File: src/rtl/mem_xfer_ctrl.sv
// rtl/mem_xfer_ctrl.sv - loads DEPTH words into bank A, then copies A to bank B
// Optional MEM_XFER_SKIP_ZERO_EN: zero words read from A are dropped instead of copied.
module mem_xfer_ctrl #(
  parameter int DW    = 8,
  parameter int AW    = 2,
  parameter int DEPTH = 4
) (
  input  logic          clock,
  input  logic          Reset,
  input  logic          Start,
  input  logic [DW-1:0] DataIn,
  input  logic          DataInValid,
  output logic          DataInReady,
  output logic          WEA,
  output logic [AW-1:0] AddrA,
  output logic [DW-1:0] DataOutA,
  input  logic [DW-1:0] RdDataA,
  output logic          WEB,
  output logic [AW-1:0] AddrB,
  output logic [DW-1:0] DataOutB,
  output logic          Busy,
  output logic          Done,
  output logic [AW:0]   CountB
);

  typedef enum logic [2:0] {
    S_IDLE,
    S_FILL,
    S_RD,
    S_WR,
    S_DONE
  } state_t;

  localparam logic [AW-1:0] LAST = AW'(DEPTH - 1);

  state_t        r_state;
  logic [AW-1:0] r_fill_cnt;
  logic [AW-1:0] r_rd_cnt;
  logic [AW-1:0] r_b_cnt;
  logic [AW:0]   r_count_b;
  logic [DW-1:0] r_hold;
  logic          w_skip;

`ifdef MEM_XFER_SKIP_ZERO_EN
  assign w_skip = (RdDataA == '0);
`else
  assign w_skip = 1'b0;
`endif

  always_ff @(posedge clock) begin
    if (!Reset) begin
      r_state    <= S_IDLE;
      r_fill_cnt <= '0;
      r_rd_cnt   <= '0;
      r_b_cnt    <= '0;
      r_count_b  <= '0;
      r_hold     <= '0;
    end else begin
      case (r_state)
        S_IDLE: begin
          if (Start) begin
            r_state    <= S_FILL;
            r_fill_cnt <= '0;
            r_rd_cnt   <= '0;
            r_b_cnt    <= '0;
            r_count_b  <= '0;
          end
        end
        S_FILL: begin
          if (DataInValid) begin
            r_fill_cnt <= r_fill_cnt + AW'(1);
            if (r_fill_cnt == LAST) begin
              r_state  <= S_RD;
              r_rd_cnt <= '0;
            end
          end
        end
        S_RD: begin
          // A dropped word skips WR entirely, so B stays densely packed.
          if (w_skip) begin
            r_rd_cnt <= r_rd_cnt + AW'(1);
            r_state  <= (r_rd_cnt == LAST) ? S_DONE : S_RD;
          end else begin
            r_hold  <= RdDataA;
            r_state <= S_WR;
          end
        end
        S_WR: begin
          r_b_cnt   <= r_b_cnt + AW'(1);
          r_count_b <= r_count_b + (AW+1)'(1);
          r_rd_cnt  <= r_rd_cnt + AW'(1);
          r_state   <= (r_rd_cnt == LAST) ? S_DONE : S_RD;
        end
        S_DONE: r_state <= S_IDLE;
        default: r_state <= S_IDLE;
      endcase
    end
  end

  assign DataInReady = (r_state == S_FILL);
  assign WEA         = DataInReady && DataInValid;
  assign DataOutA    = WEA ? DataIn : '0;

  always_comb begin
    AddrA = '0;
    if (r_state == S_FILL) begin
      AddrA = r_fill_cnt;
    end else if (r_state == S_RD || r_state == S_WR) begin
      AddrA = r_rd_cnt;
    end
  end

  assign WEB      = (r_state == S_WR);
  assign AddrB    = WEB ? r_b_cnt : '0;
  assign DataOutB = WEB ? r_hold : '0;
  assign Busy     = (r_state != S_IDLE);
  assign Done     = (r_state == S_DONE);
  assign CountB   = r_count_b;

endmodule

File: config.mk
export PLATFORM = sky130hd
export DESIGN_NAME = mem_xfer_ctrl
export DESIGN_NICKNAME = d
export VERILOG_FILES = /design/src/rtl/mem_xfer_ctrl.sv
export SDC_FILE = /design/constraint.sdc
export NUM_CORES = 1
export LEC_CHECK = 0
export CAP_MARGIN = 20
export CORE_MARGIN = 4
export CORE_UTILIZATION = 41
export DETAILED_ROUTE_END_ITERATION = 10
export PLACE_DENSITY_LB_ADDON = 0.1
export SYNTH_ARGS = -nofsm -noshare
export SYNTH_HDL_FRONTEND = slang
export SYNTH_SLANG_ARGS = --single-unit
File: constraint.sdc
create_clock -name clock -period 2.1 [get_ports clock]
set_clock_uncertainty 0.05 [all_clocks]
set_input_delay 0.42 -clock clock [delete_from_list [all_inputs] [get_ports clock]]
set_output_delay 0.42 -clock clock [all_outputs]
set_load 0.01 [all_outputs]
==> impl_metrics.env, run 1 <==
export IMPL_status="completed"
export IMPL_postPlaceCellArea_um2=1654
export IMPL_io_pins=48
export IMPL_syn_area_per_cell_um2=8.642
export IMPL_clk_pin_slew_worst_paths_ns=0.11
export IMPL_max_clock_path_buffers=2
export IMPL_pre_cts_ws_ns=-0.1491
export IMPL_cts_root_buf="clkbuf_4"
export IMPL_numCtsBuffers=3
export IMPL_gr_total_overflow=0
export IMPL_synthCells=129
export IMPL_timing_fmax_mhz=505.2
export IMPL_final_hold_viol_count=0
export IMPL_clk_latency_ns=0.30
export IMPL_row_count=18
export IMPL_cp_required_ns=1.63
export IMPL_antenna_cells=0
export IMPL_cap_violations=0
export IMPL_synth_top_cell_by_area="dfxtp_1"
export IMPL_period_share_pct=94.27
export IMPL_relSlewSlack_pct=77.30
export IMPL_startpoint_type="flop"
export IMPL_rsz0062_at_grt="false"
export IMPL_yosys_warnings=0
export IMPL_drtAntennaViolNets=0
export IMPL_first_global_vias=972
export IMPL_via_per_inst=5.148
export IMPL_fillers=230
export IMPL_slew_viol_final=0
export IMPL_yosysMostFrequentCell="dfxtp_1"
export IMPL_synth_edff_count=0
export IMPL_dr_pass1_iters=4
export IMPL_cts_tree="done"
export IMPL_drcViolationCount=0
export IMPL_syn_to_final_growth_pct=50.73
export IMPL_grt_use_total_pct=15.80
export IMPL_die_h_um=60.15
export IMPL_grt_pass1_wl_um=4388
export IMPL_dp_hpwl_um=2150
export IMPL_syn_area_um2=1115
export IMPL_ys_top_cells_by_area="dfxtp_1 36%, mux2i_1 9.0%, and2_1 6.2%"
export IMPL_globalplace_congestion=0.7197
export IMPL_fin_ws_ns=0.1204
export IMPL_worst_pin_slew_ns=0.3394
export IMPL_first_iter_violations=70
export IMPL_synth_top_cell_area_share_pct=35.91
export IMPL_layout_drive_gt1_share_pct=12.22
export IMPL_antenna_found_initial=0
export IMPL_synth_cell_types=37
export IMPL_whs_ns=0.4511
export IMPL_setup_viol=0
export IMPL_die_w_um=60.15
export IMPL_core_area_um2=2545
export IMPL_drt_total_wl_um=2725
export IMPL_holdPathStages=2
export IMPL_start_util_pct=43.81
export IMPL_cts_sinks=20
export IMPL_cts_max_level=1
export IMPL_wl_per_cell_um=12.98
export IMPL_numPortBuffers=47
export IMPL_total_power_uw=769.3
export IMPL_async_reset_ff_share_pct=0
export IMPL_p_leak_nw=0.8019
export IMPL_synth_common_cells="20 x dfxtp_1, 11 x and2_1, 10 x and3_1, 10 x mux2i_1, 9 x nor2b_1"
export IMPL_yosys_register_bits=20
export IMPL_critPathKind="reg -> out"
export IMPL_crit_fanout=9
export IMPL_min_period_ns=1.980
export IMPL_hold_path_class="reg -> reg"
export IMPL_cp_arrival_ns=1.51
export IMPL_syn_nets=152
export IMPL_ir_drop_v=0.0004171
export IMPL_dieArea_um2=3617
export IMPL_ys_flop_type="dfxtp_1"
export IMPL_cp_end_kind="output port"
export IMPL_grt_max_degree=23
export IMPL_vias=1081
export IMPL_power_density_nw_per_um2=457.8
export IMPL_final_nets=204
export IMPL_reg2reg_depth=4
export IMPL_stdcell_area_um2=1680
export IMPL_synth_seq_area_share_pct=35.91
worst paths after layout:
path                            slack [ns]                       start                         end
worst min-delay path                  0.45  r_fill_cnt[1]$_SDFFE_PN0P_  r_fill_cnt[1]$_SDFFE_PN0P_
worst max register to register        0.53     r_state[2]$_SDFFE_PN0P_      CountB[0]$_SDFFE_PN0P_
worst max-delay path                  0.12     r_state[1]$_SDFFE_PN0P_                 DataInReady
worst min register to register        0.45  r_fill_cnt[1]$_SDFFE_PN0P_  r_fill_cnt[1]$_SDFFE_PN0P_
layer usage:
metal | part of all wire [%] | up-vias | global-route usage, % | routed length (um)
met5 | 0 | - | 0 | 0
met4 | 0 | 0 | 1.899 | 0
met3 | 7.1 | 0 | 3.888 | 194
met2 | 50 | 36 | 27.93 | 1361
met1 | 43 | 491 | 19.77 | 1169
li1 | - | 554 | - | -
cells by family (layout without fill, tap and decap cells):
logic type,Yosys count,after routing,synth area share (%)
compound gates,16,16,10.55
xor+xnor,2,2,1.572
fa+ha+maj,3,3,3.367
simple gates,63,63,33.67
buf+inv,15,66,5.948
flops,20,20,35.91
mux,10,10,8.979
flip-flops by register name (all words and copies together), names as in the netlist:
register / count
r_b_cnt: 2
r_hold: 8
r_fill_cnt: 2
r_rd_cnt: 2
CountB: 3
r_state: 3
metrics by stage:
stage | TNS [ns] | utilization [%] | instances
2_1_floorplan | 0 | - | 129
3_3_place_gp | -0.7805 | 65.00 | 206
3_5_place_dp | -1.064 | 65.00 | 206
4_1_cts | 0 | 65.73 | 210
5_1_grt | 0 | 66.03 | 210
6_report | 0 | 66.03 | 210
area by class of cell:
cell class	count	area [um2]	share of cell area, %
Clock buffer	4	36.28	2.159
Timing Repair Buffer	58	533.0	31.72
Tap cell	30	37.54	2.234
Sequential cell	20	402.9	23.98
Inverter	4	17.52	1.042
Multi-Input combinational cell	94	653.1	38.87
where the power goes:
part / switching [mW] / internal (mW) / total (mW) / leakage, nW
clock network: 0.115 / 0.106 / 0.221 / 0.0210
logic: 0.0642 / 0.0870 / 0.151 / 0.618
registers: 0.00769 / 0.389 / 0.397 / 0.163
critical path, cell delays in order, from the launching register on:
cell             delay (ns)
dfxtp_2                0.36
nor2_2                 0.12
and2_4                 0.19
clkdlybuf4s50_1        0.54
layout by cell type (no fill, tap or decap), types with 2 or more instances in the layout:
cell type        netlist  final
a21boi_0               2      2
a21oi_1                3      3
and2_1                11     10
and3_1                10     10
buf_4                  0     10
clkbuf_4               0      3
clkdlybuf4s50_1        0     22
dfxtp_1               20     18
dfxtp_2                0      2
dlygate4sd2_1          0     23
dlymetal6s2s_1         0      2
ha_1                   3      3
inv_1                  4      3
mux2i_1               10     10
nand2_1                8      8
nand3_1                7      7
nand3b_1               4      4
nor2_1                 5      4
nor2b_1                9      9
o2111ai_1              2      2
what timing repair did:
action / CTS / global route
gates resized for setup: 30 / 3
gates cloned: 0 / 0
endpoints found under the setup margin: 25 / 2
hold buffers: 0 / 0
hold endpoints to repair: 0 / 0
setup buffers: 0 / 0
(Power assumes the default switching activity.)
==> run 2: changes to the inputs <==
--- a/config.mk
+++ b/config.mk
@@ -9,6 +9,7 @@
 export CORE_MARGIN = 4
 export CORE_UTILIZATION = 41
 export DETAILED_ROUTE_END_ITERATION = 10
+export MAX_ROUTING_LAYER = met4
 export PLACE_DENSITY_LB_ADDON = 0.1
 export SYNTH_ARGS = -nofsm -noshare
 export SYNTH_HDL_FRONTEND = slang
==> run 2 against run 1 <==
- clock power is essentially flat
- non-clock buffer count unchanged
- highest routed layer unchanged
- setup slack improved by 0.00058 ns
- first-iteration DRC count is 1.4% lower
- critical path type unchanged
- sequential power about the same
- largest power group unchanged
==> impl_metrics.env, run 2 (synthesis results as in run 1) <==
export IMPL_status="completed"
export IMPL_row_count=18
export IMPL_critPathKind="reg -> out"
export IMPL_grt_max_degree=23
export IMPL_vias=1076
export IMPL_io_pins=48
export IMPL_die_h_um=60.15
export IMPL_setup_viol=0
export IMPL_numPortBuffers=47
export IMPL_max_clock_path_buffers=2
export IMPL_cap_violations=0
export IMPL_relSlewSlack_pct=76.53
export IMPL_core_area_um2=2545
export IMPL_layout_drive_gt1_share_pct=12.22
export IMPL_rsz0062_at_grt="false"
export IMPL_dr_pass1_iters=4
export IMPL_stdcell_area_um2=1680
export IMPL_antenna_cells=0
export IMPL_power_density_nw_per_um2=457.7
export IMPL_dieArea_um2=3617
export IMPL_clk_latency_ns=0.30
export IMPL_die_w_um=60.15
export IMPL_cp_required_ns=1.63
export IMPL_grt_use_total_pct=16.30
export IMPL_largest_reg_flops=8
export IMPL_period_share_pct=94.24
export IMPL_drcViolationCount=0
export IMPL_numCtsBuffers=3
export IMPL_timing_fmax_mhz=505.3
export IMPL_final_hold_viol_count=0
export IMPL_drtAntennaViolNets=0
export IMPL_gr_total_overflow=0
export IMPL_crit_fanout=9
export IMPL_p_leak_nw=0.8019
export IMPL_cp_end_kind="output port"
export IMPL_postPlaceCellArea_um2=1654
export IMPL_antenna_found_initial=0
export IMPL_cts_root_buf="clkbuf_4"
export IMPL_clk_pin_slew_worst_paths_ns=0.11
export IMPL_cts_max_level=1
export IMPL_cts_tree="done"
export IMPL_postCtsSetupRepairBufs=0
export IMPL_grt_pass1_wl_um=4402
export IMPL_ir_drop_v=0.0004171
export IMPL_reg2reg_depth=4
export IMPL_wl_per_cell_um=12.96
export IMPL_holdPathStages=2
export IMPL_crit_slowest_cell="clkdlybuf4s50_1"
export IMPL_total_power_uw=769.2
export IMPL_final_cell_mix="23 x dlygate4sd2_1, 22 x clkdlybuf4s50_1, 18 x dfxtp_1"
export IMPL_hold_path_class="reg -> reg"
export IMPL_via_per_inst=5.124
export IMPL_critPathMaxStageDelay_ns=0.54
export IMPL_globalplace_congestion=0.7281
export IMPL_path_cells="nor2_2, and2_4, clkdlybuf4s50_1"
export IMPL_min_period_ns=1.979
export IMPL_fillers=230
export IMPL_final_nets=204
export IMPL_multi_input_area_um2=653.1
export IMPL_largest_register="r_hold"
export IMPL_startpoint_type="flop"
export IMPL_first_iter_violations=69
export IMPL_first_global_vias=972
export IMPL_slew_viol_final=0
export IMPL_dp_hpwl_um=2150
export IMPL_drt_total_wl_um=2722
export IMPL_cp_arrival_ns=1.51
export IMPL_layout_commonest_cell="dlygate4sd2_1"
export IMPL_seq_area_um2=402.9
export IMPL_cts_sinks=20
export IMPL_worst_pin_slew_ns=0.3509
export IMPL_start_util_pct=43.81
export IMPL_syn_to_final_growth_pct=50.73
==> run 2: cell counts in the layout (fill, tap and decap cells not counted) <==
Identical to the previous run, type by type.
==> run 2: timing repair <==
| item | in CTS | in global routing |
|---|---|---|
| setup endpoints to repair | 25 | 2 |
| pin swaps | 0 | 0 |
| hold buffers | 0 | 0 |
| resized for setup | 30 | 3 |
==> run 2: worst paths after layout <==
check	start	to	slack, ns
min reg2reg	r_fill_cnt[1]$_SDFFE_PN0P_	r_fill_cnt[1]$_SDFFE_PN0P_	0.45
max	r_state[1]$_SDFFE_PN0P_	DataInReady	0.12
max reg2reg	r_state[2]$_SDFFE_PN0P_	CountB[0]$_SDFFE_PN0P_	0.52
min	r_fill_cnt[1]$_SDFFE_PN0P_	r_fill_cnt[1]$_SDFFE_PN0P_	0.45
==> run 2: critical path, delay by kind of cell (launching register included) <==
kind	cells	cell delay, ns
DFF	1	0.36
and+or+nand+nor	2	0.31
buffers and inverters	1	0.54
==> run 2: through the flow <==
stage | setup TNS (ns) | hold slack, ns | util (%) | setup slack (ns) | instances
2_1_floorplan | 0 | 0.4021 | - | 0.4550 | 129
3_3_place_gp | -0.7805 | 0.4185 | 65.00 | -0.09898 | 206
3_5_place_dp | -1.064 | 0.4438 | 65.00 | -0.1491 | 206
4_1_cts | 0 | 0.4601 | 65.73 | 0.02343 | 210
5_1_grt | 0 | 0.4862 | 66.03 | 0.03257 | 210
6_report | 0 | 0.4506 | 66.03 | 0.1210 | 210
==> run 2: cell type report <==
cell class	count	area share, %
Tap cell	30	2.234
Multi-Input combinational cell	94	38.87
Inverter	4	1.042
Timing Repair Buffer	58	31.72
Sequential cell	20	23.98
Clock buffer	4	2.159
==> run 2: report_power, final <==
| group | switching, mW | internal, mW |
|---|---|---|
| clock network | 0.115 | 0.106 |
| logic | 0.0643 | 0.0870 |
| registers | 0.00764 | 0.389 |
==> run 2: per-layer routing <==
metal  part of all wire, %  wire length [um]  vias up  GRT usage, %
li1                      -                 -      555             -
met1                    43              1183      489         20.03
met2                    50              1361       32         27.93
met3                   6.5               177        0         3.672
met4                     0                 0        0         1.899
met5                     0                 0        -             -
==> run 3: changes to the inputs <==
--- a/config.mk
+++ b/config.mk
@@ -8,6 +8,7 @@
 export CAP_MARGIN = 20
 export CORE_MARGIN = 4
 export CORE_UTILIZATION = 41
+export CTS_CLUSTER_SIZE = 16
 export DETAILED_ROUTE_END_ITERATION = 10
 export MAX_ROUTING_LAYER = met4
 export PLACE_DENSITY_LB_ADDON = 0.1
==> results of run 3 <==
No change in the layout: final DEF, timing and power equal those of run 2.
